<file path="config.mk">
export PLATFORM = sky130hd
export DESIGN_NAME = mux2_64bit_arb
export DESIGN_NICKNAME = d
export VERILOG_FILES = /design/src/rtl/mux2_64bit_arb.sv
export SDC_FILE = /design/constraint.sdc
export NUM_CORES = 1
export LEC_CHECK = 0
export ABC_AREA = 1
export CORE_ASPECT_RATIO = 0.9
export CORE_MARGIN = 5
export CORE_UTILIZATION = 36
export DETAILED_ROUTE_END_ITERATION = 12
export PLACE_DENSITY = 0.81
export SYNTH_ARGS = -nofsm -noshare
export SYNTH_HDL_FRONTEND = slang
export SYNTH_SLANG_ARGS = --single-unit
</file>
<file path="constraint.sdc">
create_clock -name clk -period 1.3 [get_ports clk]
set_clock_uncertainty 0.1 [all_clocks]
set_input_delay 0.26 -clock clk [delete_from_list [all_inputs] [get_ports clk]]
set_output_delay 0.26 -clock clk [all_outputs]
set_load 0.02 [all_outputs]
</file>
<file path="src/rtl/mux2_64bit_arb.sv">
// mux2_64bit_arb: round-robin 2:1 arbiter feeding one registered 64-bit output.
// Define MUX2_64BIT_ARB_BURST_EN to let a requester hold the grant for BURST_LEN beats.
module mux2_64bit_arb #(
  parameter int unsigned BURST_LEN = 4
) (
  input  logic        clk,
  input  logic        rst_n,
  input  logic        w0_valid,
  input  logic [63:0] w0,
  output logic        w0_ready,
  input  logic        w1_valid,
  input  logic [63:0] w1,
  output logic        w1_ready,
  output logic        f_valid,
  output logic [63:0] f,
  output logic        f_src,
  input  logic        f_ready,
  output logic        s
);

  logic        last_q, last_d;
  logic        fv_q, fv_d;
  logic        fsrc_q, fsrc_d;
  logic [63:0] f_q, f_d;
  logic        sel;
  logic        hold;
  logic        load_ok;
  logic        acc;

  if (BURST_LEN < 1 || BURST_LEN > 15) begin : g_chk
    $error("BURST_LEN must be 1..15");
  end

`ifdef MUX2_64BIT_ARB_BURST_EN
  logic [3:0] cnt_q, cnt_d;

  // zero count means no burst in flight, so reset contention goes to 0
  assign hold = (cnt_q != 4'd0) && (cnt_q < 4'(BURST_LEN));

  always_comb begin
    cnt_d = cnt_q;
    if (acc) begin
      if (sel == last_q)
        cnt_d = (cnt_q == 4'hF) ? cnt_q : cnt_q + 4'd1;
      else
        cnt_d = 4'd1;
    end
  end

  always_ff @(posedge clk or negedge rst_n) begin
    if (!rst_n) cnt_q <= 4'd0;
    else        cnt_q <= cnt_d;
  end
`else
  assign hold = 1'b0;
`endif

  always_comb begin
    sel = last_q;
    unique case (1'b1)
      w0_valid && !w1_valid: sel = 1'b0;
      !w0_valid && w1_valid: sel = 1'b1;
      w0_valid && w1_valid:  sel = hold ? last_q : !last_q;
      default:               sel = last_q;
    endcase
  end

  assign load_ok  = !fv_q || f_ready;
  assign w0_ready = rst_n && load_ok && !sel && w0_valid;
  assign w1_ready = rst_n && load_ok && sel && w1_valid;
  assign acc      = w0_ready || w1_ready;

  always_comb begin
    last_d = last_q;
    fv_d   = fv_q;
    fsrc_d = fsrc_q;
    f_d    = f_q;
    if (acc) begin
      f_d    = sel ? w1 : w0;
      fsrc_d = sel;
      fv_d   = 1'b1;
      last_d = sel;
    end else if (f_ready) begin
      fv_d = 1'b0;
    end
  end

  always_ff @(posedge clk or negedge rst_n) begin
    if (!rst_n) begin
      last_q <= 1'b1;
      fv_q   <= 1'b0;
      fsrc_q <= 1'b0;
      f_q    <= 64'h0;
    end else begin
      last_q <= last_d;
      fv_q   <= fv_d;
      fsrc_q <= fsrc_d;
      f_q    <= f_d;
    end
  end

  assign f_valid = fv_q;
  assign f       = f_q;
  assign f_src   = fsrc_q;
  assign s       = sel;

endmodule

</file>
Yosys cells after proc, flatten, opt, wreduce, memory -nomap -nowiden --
Cells that the tools add are included. Widths: inputs -> output; s select.
Storage, ports and cells: input port bits 133, output and inout port bits 69, register bits 67, word-level logic and storage cells 24
Cells by class: mux-type cells 4, reduce and logical (&&, ||, !) cells 16
Operators by type and width (count):
- $mux 64 | 1
- $logic_and 1x1->1 | 8
- $logic_not 1->1 | 5
- $pmux 1 s3 | 1
- $logic_or 1x1->1 | 2
- $mux 1 | 2
- $reduce_bool 2->1 | 1

Longest topological paths before layout --
Gate-level depths: netlist (run 1).
depth after elaboration 8, depth in mapped cells 8, mapped depth without buffers 6

Worst setup path after synthesis (run 1) --
No wires, ideal clock.
path kind flip-flop to output port, start point reg fv_q (netlist: f_valid), end point out w0_ready, required time 0.940 ns, buffers on the path 1, setup slack -0.326 ns, stages on the path, launching flop included 5, arrival time 1.266 ns, path through dfrtp_1 nand2_2 nand3_2 clkbuf_1 a21oi_1
Between the ends: cells in the longest elaborated chain, start to end 5
Ends and longest elaborated chain:
- start, declared | RTL line 22 | logic fv_q, fv_d;
- start signal, assigned | RTL line 96 | fv_q <= fv_d;
- $logic_not 1->1 | RTL line 68 | assign load_ok = !fv_q || f_ready;
- $logic_or 1x1->1 | RTL line 68
- $logic_and 1x1->1 (3 in series) | RTL line 69 | assign w0_ready = rst_n && load_ok && !sel && w0_valid;
- end, declared | RTL line 10 | output logic w0_ready,
Every way passes these cells.

Worst setup path after layout (run 1) --
start point reg last_q, end point out w1_ready
Between the ends: cells in the longest elaborated chain, start to end 4
Ends and longest elaborated chain:
- start, declared | RTL line 21 | logic last_q, last_d;
- start signal, assigned | RTL line 95 | last_q <= last_d;
- $logic_not 1->1 | RTL line 63 | w0_valid && w1_valid: sel = hold ? last_q : !last_q;
- $pmux 1 s3 * | RTL line 60 | unique case (1'b1)
- $logic_and 1x1->1 * (2 in series) | RTL line 70 | assign w1_ready = rst_n && load_ok && sel && w1_valid;
- end, declared | RTL line 13 | output logic w1_ready,
Every way passes the cells marked *; elsewhere a longest branch is shown, timed or not.

==> impl_results.md, run 1 <==
* Critical path type: reg -> out
* Failing checks: negative setup slack
* Final ANT Viol Nets at 0
* Setup crit end kind: output port
* Share of cells above drive strength 1 at 20.8%
* CP max stage delay at 0.59 ns
* Final Cycle Share at 134%
* Netlist cell types at 13
* Hold Worst Slack at 0.149 ns
* Clock buffer depth at 2
* Syn Nets at 651
* Pwr/cell area at 1360 nW/µm²
* Via density per instance at 5.18
* Register area share after synthesis at 45.3%
* Final nets at 867
* Final setup vio count at 69
* Vias in the first global route at 4469
* DR DRC count at 0
* Synth Cell Area at 3710 µm²
* Fin. max-slew vios at 0
* Core Footprint at 10200 µm²
* Warnings from Yosys at 0
* Min setup slack post-route at -0.442 ns
* Port-buffer cells at 201
* Skew-Pair Late Insertion Delay at 0.31 ns
* WP data arrival at 1.38 ns
* Synthesized area per cell at 7.16 µm²
* # rows at 35
* Final Hold Vio Count at 0
* TritonCTS Buffers at 9
* CTS tree: built
* Setup crit start kind: flop
* Routability Congestion at 0.772
* Initial Utilization at 36.5%
* Register bit total from synthesis at 67
* I/O pins at 202
* Die span in x at 117 µm
* Hold Crit Class: in -> async
* Synth Instances at 518
* Grt ovf at 0
* Largest net degree at the start of global routing at 65
* Leak at 3.36 nW
* CTS root buf: clkbuf_16
* Chip height at 106 µm
* RSZ-0062 raised after global routing: yes
* Cell mode on critical path: nand2_4
* Worst path required time at 0.94 ns
* DR pass1 iterations at 5
* Maximum capacitance violations at 0
* Critical path, cell by cell: nand2_4 -> nand2_4 -> nand4_1 -> inv_2 -> buf_6
* First DRT Iteration DRCs at 235
* Peak supply drop at 776 µV
* Final WL at 14500 µm
* CP max FO at 3
* Final min period at 1.74 ns
* Total GRT Usage at 23.2%
* Final core utilization at 63.1%
* # H-tree levels at 3
* Max_slew headroom at 54.7%
* Initial antenna violation count at 2
* Worst Max-Slew Pin Slew at 0.679 ns
* Outcome: finished, violations left
* First-pass GRT wire length at 22900 µm
* Clk slew on worst S/H paths at 0.06 ns
* WL/cell at 16.7 µm
* Max Clk Rate at 574 MHz
* DIE AREA at 12400 µm²
* Layout Area Growth over Synthesis at 72.8%
* Via count at 4495
* Critical-path top delay cell: dfstp_2
* CTS Sinks at 67
* Detailed Place HPWL at 9530 µm
## logic make-up (layout without fill, tap and decap cells)
| kind of cell | Yosys count | in the layout | share of synthesized area, % |
|---|---|---|---|
| other cells | 0 | 2 | 0 |
| compound gates | 1 | 1 | 0.135 |
| flops | 67 | 67 | 45.3 |
| simple gates | 399 | 400 | 47.6 |
| buf+inv | 51 | 269 | 7.02 |
## metrics by stage
step / cells / setup TNS [ns] / total power, mW / cell area, µm² / setup slack, ns
after floorplan: 518 / -1.02 / 4.72 / 3760 / -0.145
after global placement: 831 / -50.35 / 6.60 / 5980 / -0.820
after detailed placement: 831 / -53.13 / 6.69 / 5980 / -0.834
after CTS: 866 / -21.32 / 8.76 / 6390 / -0.458
after global routing: 868 / -28.19 / 9.23 / 6410 / -0.496
final: 868 / -23.16 / 8.72 / 6410 / -0.442
## cells in the final DEF, fill, tap and decap left out, drive strengths merged, types with 2 or more instances in the layout
master         instances
inv                    5
dlygate4sd2            2
clkinv                 2
nand2                202
buf                  117
clkdlybuf4s50        129
dfrtp                 66
clkbuf                12
diode                  2
nand3                197
## flip-flops by register name (all words and copies together), names as in the netlist
signal / count
last_q: 1
f: 64
f_src: 1
f_valid: 1
## report_power, final
part | internal [mW] | total [mW] | switching (mW)
Combinational | 1.64 | 3.73 | 2.10
Sequential | 2.58 | 2.85 | 0.272
Clock | 1.31 | 2.13 | 0.820
## synth_stat cells
cell type | instances | area [µm²]
nand2_1 | 198 | 743
a21oi_1 | 1 | 5.00
nand3_1 | 195 | 976
buf_2 | 28 | 140
nand4_1 | 1 | 6.26
inv_2 | 2 | 7.51
inv_1 | 3 | 11.3
buf_4 | 9 | 67.6
dfrtp_1 | 66 | 1650
nand2_2 | 3 | 18.8
clkbuf_1 | 9 | 33.8
nand3_2 | 2 | 20.0
dfstp_2 | 1 | 26.3
## timing repair
action / in CTS / in global routing
gates resized for setup: 317 / 4
hold buffers: 1 / 0
endpoints found under the hold margin: 15 / 0
cloned: 11 / 0
setup buffers: 9 / 0
pin swaps: 8 / 1
setup endpoints to repair: 136 / 70
## routing by layer
layer	part of all wire, %	wire length, µm	global-route usage, %
met1	41	5970	29.5
met2	49	7150	39.5
met3	7.8	1130	4.67
met4	1.8	262	6.63
met5	0	0	0
## final cells by class
class                      instances  area [µm²]
sequential                        67        1680
inverter                           5        21.3
multi-input combinational        401        1870
clock inverter                     3        17.5
antenna                            2        5.00
fill                             913        3750
tap                              129         161
clock buffer                      11         243
timing repair buffer             250        2410
## worst max-delay path: cells and delay by family (launching register included)
kind                   cells  cell delay [ns]
buffers and inverters      2             0.21
flip-flops                 1             0.59
AND/OR/NAND/NOR            3             0.27
## worst paths after layout
kind                                     from             endpoint  slack, ns  cells after the start
max                        last_q$_DFFE_PN1P_             w1_ready      -0.44                      5
min                                     rst_n  f_valid$_DFFE_PN0P_       0.15                      3
max reg2reg                last_q$_DFFE_PN1P_    f[20]$_DFFE_PN0P_      -0.39                      7
min reg2reg                 f_src$_DFFE_PN0P_    f_src$_DFFE_PN0P_       0.40                      2
max in group asynchronous               rst_n   last_q$_DFFE_PN1P_       0.39                      3
min in group clk                        rst_n   last_q$_DFFE_PN1P_       0.35                      4
(Power assumes the default switching activity.)
==> run 2: changes to the inputs <==
- ABC_CLOCK_PERIOD_IN_PS: not set -> 1300
==> results of run 2 <==
The final DEF is identical to that of run 1; final timing and power are the same.
